$ cat config.mk
export PLATFORM = sky130hd
export DESIGN_NAME = exe_stage_pipe
export DESIGN_NICKNAME = d
export VERILOG_FILES = /design/src/rtl/exe_stage_pipe.sv
export SDC_FILE = /design/constraint.sdc
export NUM_CORES = 1
export LEC_CHECK = 0
export CAP_MARGIN = 20
export CORE_MARGIN = 5
export CORE_UTILIZATION = 52
export CTS_CLUSTER_DIAMETER = 100
export DETAILED_ROUTE_END_ITERATION = 6
export PLACE_DENSITY = 0.82
export SETUP_SLACK_MARGIN = 0.15
export SLEW_MARGIN = 20
export SYNTH_ARGS = -nofsm -noshare
export SYNTH_HDL_FRONTEND = slang
export SYNTH_SLANG_ARGS = --single-unit
$ cat constraint.sdc
create_clock -name clk -period 5.7 [get_ports clk]
set_input_delay 0.855 -clock clk [delete_from_list [all_inputs] [get_ports clk]]
set_output_delay 0.855 -clock clk [all_outputs]
set_load 0.01 [all_outputs]
$ cat src/rtl/exe_stage_pipe.sv
// Execute stage: single-cycle ALU and branch-target adder, plus a multi-cycle
// shift-add multiplier. All results go to one output register with freeze/flush control.
module exe_stage_pipe #(
  parameter int unsigned DATA_W  = 32,
  parameter int unsigned IMM_W   = 24,
  parameter int unsigned MUL_BPC = 2
) (
  input  logic              clk,
  input  logic              rst,
  input  logic              freeze,
  input  logic              flush,
  input  logic              in_valid,
  input  logic [3:0]        exe_cmd,
  input  logic              mul_en,
  input  logic              s_in,
  input  logic              br_en_in,
  input  logic              mem_read_en_in,
  input  logic              mem_write_en_in,
  input  logic              wb_en_in,
  input  logic [DATA_W-1:0] pc,
  input  logic [DATA_W-1:0] val_rn,
  input  logic [DATA_W-1:0] val_2,
  input  logic [DATA_W-1:0] val_rm_in,
  input  logic [IMM_W-1:0]  signed_imm,
  input  logic [3:0]        dest_in,
  output logic              busy,
  output logic              out_valid,
  output logic              br_taken,
  output logic              mem_read_en,
  output logic              mem_write_en,
  output logic              wb_en,
  output logic [DATA_W-1:0] alu_res,
  output logic [DATA_W-1:0] br_addr,
  output logic [DATA_W-1:0] val_rm,
  output logic [3:0]        dest,
  output logic [3:0]        status_reg
);

  localparam int unsigned STEPS = DATA_W / MUL_BPC;
  localparam int unsigned CNT_W = $clog2(STEPS + 1);

  typedef enum logic [1:0] {S_IDLE, S_MUL, S_DONE} state_e;

  typedef struct packed {
    logic       br;
    logic       mr;
    logic       mw;
    logic       wb;
    logic       s;
    logic [3:0] dest;
  } ctrl_t;

  state_e            state_q, state_d;
  logic [CNT_W-1:0]  cnt_q, cnt_d;
  logic [DATA_W-1:0] acc_q, acc_d, mcand_q, mcand_d, mplr_q, mplr_d;
  ctrl_t             lat_q, lat_d;
  logic [DATA_W-1:0] lat_rm_q, lat_rm_d, lat_ba_q, lat_ba_d;

  logic              out_valid_q, out_valid_d, br_taken_q, br_taken_d;
  logic              mem_read_q, mem_read_d, mem_write_q, mem_write_d, wb_en_q, wb_en_d;
  logic [DATA_W-1:0] alu_res_q, alu_res_d, br_addr_q, br_addr_d, val_rm_q, val_rm_d;
  logic [3:0]        dest_q, dest_d, status_q, status_d;

  logic [DATA_W-1:0] b_op, alu_val, imm_ext, br_calc, pp;
  logic [DATA_W:0]   sum;
  logic              cin, arith, known, v_new, accept;
  logic [3:0]        alu_flags;

  // Subtracts are done as rn + ~op + cin so carry-out is the ARM no-borrow flag.
  always_comb begin
    b_op  = val_2;
    cin   = 1'b0;
    arith = 1'b0;
    case (exe_cmd)
      4'b0010: arith = 1'b1;
      4'b0011: begin arith = 1'b1; cin = status_q[1]; end
      4'b0100: begin arith = 1'b1; b_op = ~val_2; cin = 1'b1; end
      4'b0101: begin arith = 1'b1; b_op = ~val_2; cin = status_q[1]; end
      default: ;
    endcase
    sum   = {1'b0, val_rn} + {1'b0, b_op} + {{DATA_W{1'b0}}, cin};
    v_new = (val_rn[DATA_W-1] == b_op[DATA_W-1]) && (sum[DATA_W-1] != val_rn[DATA_W-1]);
    known = 1'b1;
    case (exe_cmd)
      4'b0001: alu_val = val_2;
      4'b1001: alu_val = ~val_2;
      4'b0010, 4'b0011, 4'b0100, 4'b0101: alu_val = sum[DATA_W-1:0];
      4'b0110: alu_val = val_rn & val_2;
      4'b0111: alu_val = val_rn | val_2;
      4'b1000: alu_val = val_rn ^ val_2;
      default: begin alu_val = '0; known = 1'b0; end
    endcase
    alu_flags = {alu_val[DATA_W-1], alu_val == '0,
                 arith ? sum[DATA_W] : status_q[1],
                 arith ? v_new : status_q[0]};
    imm_ext = {{(DATA_W-IMM_W){signed_imm[IMM_W-1]}}, signed_imm};
    br_calc = pc + (imm_ext << 2);
  end

  always_comb begin
    pp = '0;
    for (int unsigned j = 0; j < MUL_BPC; j++)
      if (mplr_q[j]) pp = pp + (mcand_q << j);
  end

  assign accept = in_valid && (state_q == S_IDLE) && !freeze;

  always_comb begin
    state_d  = state_q;
    cnt_d    = cnt_q;
    acc_d    = acc_q;
    mcand_d  = mcand_q;
    mplr_d   = mplr_q;
    lat_d    = lat_q;
    lat_rm_d = lat_rm_q;
    lat_ba_d = lat_ba_q;
    case (state_q)
      S_IDLE: if (accept && mul_en && !flush) begin
        state_d  = S_MUL;
        cnt_d    = '0;
        acc_d    = '0;
        mcand_d  = val_rn;
        mplr_d   = val_2;
        lat_d    = '{br: br_en_in, mr: mem_read_en_in, mw: mem_write_en_in,
                     wb: wb_en_in, s: s_in, dest: dest_in};
        lat_rm_d = val_rm_in;
        lat_ba_d = br_calc;
      end
      S_MUL: begin
        acc_d   = acc_q + pp;
        mcand_d = mcand_q << MUL_BPC;
        mplr_d  = mplr_q >> MUL_BPC;
        cnt_d   = cnt_q + 1'b1;
        if (cnt_q == CNT_W'(STEPS - 1)) state_d = S_DONE;
      end
      S_DONE: if (!freeze) state_d = S_IDLE;
      default: state_d = S_IDLE;
    endcase
    if (flush && !freeze) state_d = S_IDLE;
  end

  // Output register: freeze > flush > multiplier retire > ALU accept > bubble.
  always_comb begin
    out_valid_d = out_valid_q;
    br_taken_d  = br_taken_q;
    mem_read_d  = mem_read_q;
    mem_write_d = mem_write_q;
    wb_en_d     = wb_en_q;
    alu_res_d   = alu_res_q;
    br_addr_d   = br_addr_q;
    val_rm_d    = val_rm_q;
    dest_d      = dest_q;
    status_d    = status_q;
    if (!freeze) begin
      out_valid_d = 1'b0;
      br_taken_d  = 1'b0;
      mem_read_d  = 1'b0;
      mem_write_d = 1'b0;
      wb_en_d     = 1'b0;
      if (flush) begin
      end else if (state_q == S_DONE) begin
        out_valid_d = 1'b1;
        br_taken_d  = lat_q.br;
        mem_read_d  = lat_q.mr;
        mem_write_d = lat_q.mw;
        wb_en_d     = lat_q.wb;
        alu_res_d   = acc_q;
        br_addr_d   = lat_ba_q;
        val_rm_d    = lat_rm_q;
        dest_d      = lat_q.dest;
        if (lat_q.s) status_d = {acc_q[DATA_W-1], acc_q == '0, status_q[1:0]};
      end else if (accept && !mul_en) begin
        out_valid_d = 1'b1;
        br_taken_d  = br_en_in;
        mem_read_d  = mem_read_en_in;
        mem_write_d = mem_write_en_in;
        wb_en_d     = wb_en_in;
        alu_res_d   = alu_val;
        br_addr_d   = br_calc;
        val_rm_d    = val_rm_in;
        dest_d      = dest_in;
        if (s_in && known) status_d = alu_flags;
      end
    end
  end

  always_ff @(posedge clk or negedge rst) begin
    if (!rst) begin
      state_q     <= S_IDLE;
      cnt_q       <= '0;
      acc_q       <= '0;
      mcand_q     <= '0;
      mplr_q      <= '0;
      lat_q       <= '0;
      lat_rm_q    <= '0;
      lat_ba_q    <= '0;
      out_valid_q <= 1'b0;
      br_taken_q  <= 1'b0;
      mem_read_q  <= 1'b0;
      mem_write_q <= 1'b0;
      wb_en_q     <= 1'b0;
      alu_res_q   <= '0;
      br_addr_q   <= '0;
      val_rm_q    <= '0;
      dest_q      <= '0;
      status_q    <= '0;
    end else begin
      state_q     <= state_d;
      cnt_q       <= cnt_d;
      acc_q       <= acc_d;
      mcand_q     <= mcand_d;
      mplr_q      <= mplr_d;
      lat_q       <= lat_d;
      lat_rm_q    <= lat_rm_d;
      lat_ba_q    <= lat_ba_d;
      out_valid_q <= out_valid_d;
      br_taken_q  <= br_taken_d;
      mem_read_q  <= mem_read_d;
      mem_write_q <= mem_write_d;
      wb_en_q     <= wb_en_d;
      alu_res_q   <= alu_res_d;
      br_addr_q   <= br_addr_d;
      val_rm_q    <= val_rm_d;
      dest_q      <= dest_d;
      status_q    <= status_d;
    end
  end

  assign busy         = (state_q != S_IDLE);
  assign out_valid    = out_valid_q;
  assign br_taken     = br_taken_q;
  assign mem_read_en  = mem_read_q;
  assign mem_write_en = mem_write_q;
  assign wb_en        = wb_en_q;
  assign alu_res      = alu_res_q;
  assign br_addr      = br_addr_q;
  assign val_rm       = val_rm_q;
  assign dest         = dest_q;
  assign status_reg   = status_q;

endmodule
-- After elaboration in Yosys (flattened, before gate mapping)
Cells that the tools add are included.
- input port bits: 171
- word-level logic and storage cells: 133
- output and inout bits: 110
- register bits: 285
- eq/ne operators: 19
- mux-type cells: 49
- reduce and logical (&&, ||, !) cells: 28
- add/subtract/negate cells: 6
- bitwise gates (word level): 7
- operator list (kind ; number):
    2-to-1 mux 32 bit ; 12
    one-hot mux 32 bit (2 select lines) ; 3
    one-hot mux 32 bit (6 select lines) ; 1
    adder 32 bit ; 3
    logical NOT 32 bit ; 2
    adder 32 x 32 -> 33 bit ; 1
    adder 33 x 1 -> 33 bit ; 1
    bitwise AND 32 bit ; 1
    inverter 32 bit ; 1
    OR 32 bit ; 1
    XOR 32 bit ; 1
    2-to-1 mux 4 bit ; 6
    2-to-1 mux 1 bit ; 19
    == test 4 x 3 -> 1 bit (second input constant) ; 4
    one-hot mux 5 bit (2 select lines) ; 1
    OR reduction 9 bit ; 1
    == test 4 x 2 -> 1 bit (second input constant) ; 2
    == test 4 bit (second input constant) ; 2
    logical AND 1 bit ; 8
    2-to-1 mux 2 bit ; 4
    nonzero test 2 bit ; 4
    inequality test 3 bit (second input constant) ; 2
    one-hot mux 2 bit (3 select lines) ; 1
    AND reduction 3 bit ; 2
    other kinds (20) ; 26

-- Logic depth before layout (Yosys ltp)
Gate-level depths: netlist of run 1.
- depth after elaboration: 11
- gate-level depth with buffers: 26
- depth with buffers taken out: 25

-- Worst setup path after synthesis of run 1
Ideal clock, no wire load.
- kind: in2reg
- start: input exe_cmd[3]
- end: register alu_res_q[30] (netlist: alu_res[30])
- library setup time: 121 ps
- slack: 338 ps
- data required time: 5579 ps
- arrival: 5241 ps
- stages on the path: 19
- path through: clkbuf_1 -> clkbuf_1 -> buf_1 -> buf_1 -> nor2_1 -> fa_1 -> inv_1 -> fa_1 -> nor2b_1 -> o31a_1 -> o211ai_1 -> a41oi_1 -> o21ai_1 -> o21ai_1 -> a221o_1 -> a21oi_1 -> xor2_1 -> o211ai_1 -> a22o_1
- cells in the longest elaborated chain, start to end: 8
- elaborated cells on any way between the ends: 19
- those cells by class: add/sub (2); eq/ne (9); mux (5); reduce/logical (3)
- RTL lines (item ; line ; RTL):
    start, declared ; 13 ; input logic [3:0] exe_cmd,
    == test 4 x 3 -> 1 bit ; 74, 84 ;
    OR reduction 2 bit (no source line) ; - ;
    2-to-1 mux 32 bit ; - ;
    adder 32 x 32 -> 33 bit ; 81 ; sum = {1'b0, val_rn} + {1'b0, b_op} + {{DATA_W{1'b0}}, cin};
    adder 33 x 1 -> 33 bit ; 81 ;
    one-hot mux 32 bit (6 select lines) * ; 84 ; case (exe_cmd)
    2-to-1 mux 32 bit * ; 172 ; end else if (accept && !mul_en) begin
    2-to-1 mux 32 bit * ; 161 ; end else if (state_q == S_DONE) begin
    end signal, assigned ; 221 ; alu_res_q <= alu_res_d;
    end, declared ; 61 ; logic [DATA_W-1:0] alu_res_q, alu_res_d, br_addr_q, br_addr_d, val_rm_q, val_rm_d;
Every way passes the cells marked *; elsewhere a longest branch is shown, timed or not. The select of a mux whose other input is x is not followed.
A chain may end at the register's enable or synchronous reset.

-- Final worst setup path of run 1
- start: register mplr_q[0]
- end: register acc_q[31]
- cells in the longest elaborated chain, start to end: 5
- RTL lines (item ; line ; RTL):
    start, declared ; 55 ; logic [DATA_W-1:0] acc_q, acc_d, mcand_q, mcand_d, mplr_q, mplr_d;
    start signal, assigned ; 212 ; mplr_q <= mplr_d;
    2-to-1 mux 32 bit * ; 103 ; if (mplr_q[j]) pp = pp + (mcand_q << j);
    adder 32 bit ; 103 ;
    2-to-1 mux 32 bit * ; 103 ;
    adder 32 bit * ; 130 ; acc_d = acc_q + pp;
    one-hot mux 32 bit (2 select lines) * ; 117 ; case (state_q)
    end signal, assigned ; 191 ; acc_q <= '0;
    end signal, assigned ; 210 ; acc_q <= acc_d;
    end, declared ; 55 ;
Every way passes the cells marked *; elsewhere a longest branch is shown, timed or not.

==> results of run 1 <==
-- critical path, stage by stage, from the launching register on --
cell	delay [ns]
dfrtp_2	0.47
buf_4	0.18
and2_4	0.14
ha_4	0.23
o211ai_1	0.29
a21oi_4	0.07
o2111ai_2	0.22
nand2_1	0.11
a21o_1	0.20
a21oi_2	0.15
xnor2_1	0.07
mux2_2	0.27
ha_1	0.20
a21o_1	0.20
a2111o_1	0.33
a211o_1	0.26
a41o_1	0.25
a211o_1	0.37
a31oi_4	0.17
nor2b_1	0.07
o21a_1	0.19
o41a_1	0.33
xnor3_1	0.18
a22o_1	0.18
-- logic make-up after synthesis --
kind of cell | Yosys count | share of synthesized area
buf+inv | 266 | 0.0464
simple gates | 919 | 0.186
mux | 104 | 0.0500
fa+ha+maj | 192 | 0.113
compound gates | 697 | 0.208
flops | 285 | 0.332
xor+xnor | 158 | 0.0650
-- stage by stage --
| step | cell area, µm² | setup WS, ns | power (mW) | instances | utilization |
|---|---|---|---|---|---|
| final | 26300 | 0.457 | 14.5 | 3398 | 0.644 |
| after global routing | 26300 | 0.221 | 15.6 | 3398 | 0.644 |
| after CTS | 26100 | 0.160 | 14.0 | 3394 | 0.639 |
| after detailed placement | 24800 | -0.113 | 11.5 | 3328 | 0.608 |
| after global placement | 24800 | 0.116 | 11.2 | 3328 | 0.608 |
| after floorplan | 21500 | 0.338 | 9.25 | 2621 | - |
-- worst paths after layout --
path	start	endpoint	slack, ns	cells after the start
max	mplr_q[0]	acc_q[31]	0.46	23
min	rst	mplr_q[8]	0.31	1
max reg2reg	mplr_q[0]	acc_q[31]	0.46	23
min reg2reg	lat_rm_q[26]	lat_rm_q[26]	0.47	2
max in group asynchronous	rst	val_rm[2]	4.02	2
min in group clk	lat_rm_q[26]	lat_rm_q[26]	0.47	2
-- layout make-up --
| class | instances | area (µm²) |
|---|---|---|
| fillers | 3363 | 14500 |
| flip-flops and latches | 285 | 7130 |
| clock buffers | 50 | 1010 |
| clock inverters | 10 | 128 |
| inverters | 117 | 439 |
| multi-input cells | 2070 | 13700 |
| well taps | 532 | 666 |
| repair buffers | 334 | 3250 |
-- synth_stat cells, drive strengths merged (12+ instances only) --
master  count
a21o       50
a211oi     26
nor3       34
nor2b      16
o21bai     14
nand2b     25
a31oi      74
ha        187
a221o      19
o21a       20
xnor2     116
mux2i      77
buf        12
a21oi     120
nor4       20
nand3      48
xor2       41
a22o       14
dfrtp     285
o21ai     229
nor2      177
nand4      19
mux2       27
a221oi     14
clkbuf    137
o211ai     15
o22ai      19
nand2     495
and2       39
inv       117
-- power by group through the flow --
stage,clock network [mW],logic (mW),registers [mW]
2_1_floorplan,0,6.02,3.23
3_3_place_gp,0,7.86,3.34
3_5_place_dp,0,8.14,3.36
4_1_cts,2.27,8.42,3.35
5_1_grt,2.35,9.78,3.46
6_report,2.24,8.88,3.38
-- repair_timing --
action                                 4_1_cts  5_1_grt
setup endpoints to repair                    1        2
endpoints found under the hold margin        0        0
gates cloned                                 0        0
hold buffers                                 0        0
pin swaps                                    6       19
gates resized for setup                     16       35
buffers inserted                             6        4
-- metal layers --
layer,vias up,track usage,share of wire
met5,-,0,0.00018
met4,2,0.128,0.045
li1,9670,-,-
met2,786,0.498,0.48
met1,10000,0.406,0.41
met3,188,0.0455,0.064
==> results.yml, run 1 <==
outcome:
  run_status: "finished clean"
synth:
  mappedNetlistNets: 2984
  post-synth-top-area-cell: "dfrtp_1"
  postSynthCellCount: 2621
  synth_edf_count: 0
  ys_warn_count: 0
  asr_flop_ratio_synth: 1.00
  ys_seq_elements: 285
  synthesis.area_mm2: 0.0215
  netlist-cell-type-count: 76
  syn_area_per_cell_um2: 8.21
  yosysSeqAreaShare: 0.332
  synth.top_cells.by_area: "dfrtp_1, ha_1, nand2_1"
  yosys.area.top_type_share: 0.332
  synth_top_flop_cell: "dfrtp_1"
sta:
  min_period_over_period: 0.920
  timing.fmax_mhz: 191
  fin_tns_setup_ns: 0
  post-route-min-period_ns: 5.24
  hold-worst-slack_ns: 0.309
  final-hold-violation-count: 0
  fin_skew_ns: 0.0105
  finalSetupViolCount: 0
  grt_setup_unrepaired: "no"
  tightest_slew_ns: 0.920
  slew_viol_final: 0
  timing.max_slew.rel_slack: 0.386
global_route:
  grt_pass1_wl_mm: 112
  groute.usage.overall: 0.304
  antenna_found_initial: 1
  overflow: 0
  grt_max_degree: 205
  vias_in_the_first_global_route: 20700
clocking:
  cts_buffers: 34
  cts_root_buffer: "clkbuf_16"
  tritoncts: "yes"
  tritoncts_num_sinks: 285
  clkSlewWorstSetupHoldPaths_ns: 0.06
  clock_insertion_delay_worst_skew_ns: 0.55
  cts_max_level: 2
  ctsLongestPathBuffers: 3
placement:
  hpwlAfterDp_mm: 52.0
  placer_s_final_routability_congestion_estimate: 1.01
  io_buffer_count: 280
route:
  avgRoutedWirePerCell_um: 20.9
  avgViaCountPerCell: 6.09
  antenna_violating_nets_remaining: 0
  detail_route.drc_violations: 0
  drt_wl_total_mm: 70.9
  first_pass_iters: 6
  via_count: 20700
  detailedRoute.firstIterationViolations: 1585
pwr:
  power.share.combinational: 0.613
  worst_case_vdd_ir_drop_uv: 402
  power.share.sequential: 0.233
  power_per_cell_area_mw_per_mm2: 551
  internal_power_mw: 8.17
  leakage_nw: 12.1
  power.clock.fraction: 0.154
  power.share.switching: 0.436
  power_switching_mw: 6.32
cells_and_area:
  layout_common_cells: "nand2_1, dfrtp_1, clkdlybuf4s50_1"
  layout.cells.most_common: "nand2_1"
  antenna_cells_inserted: 0
  flow.area_growth_from_synthesis_pct: 22.2
  nets: 3205
  drive_gt1_frac: 0.0677
floorplanning:
  initial_utilization: 0.527
  core.rowCount: 74
  placeableCoreArea_mm2: 0.0408
  floorplan.io_pins: 281
  chipWidth_um: 213
  die_h_um: 213
  dieArea_mm2: 0.0455
job:
  drv_cap: 0
setup_path:
  timing.critical_path.to_type: "register"
  crit_path_start_kind: "register"
  path_class: "reg2reg"
  critical_path_required_ns: 6.14
  worst-path-max-fanout: 6
  arrival_ns: 5.68
hold_path:
  hold_path_class: "in2async"
Power figures use the tool's default switching activity.
==> inputs of run 2 (changes only) <==
CAP_MARGIN = 15   (was 20)
==> results of run 2 <==
Final layout, timing and power as in run 1 (identical DEF).
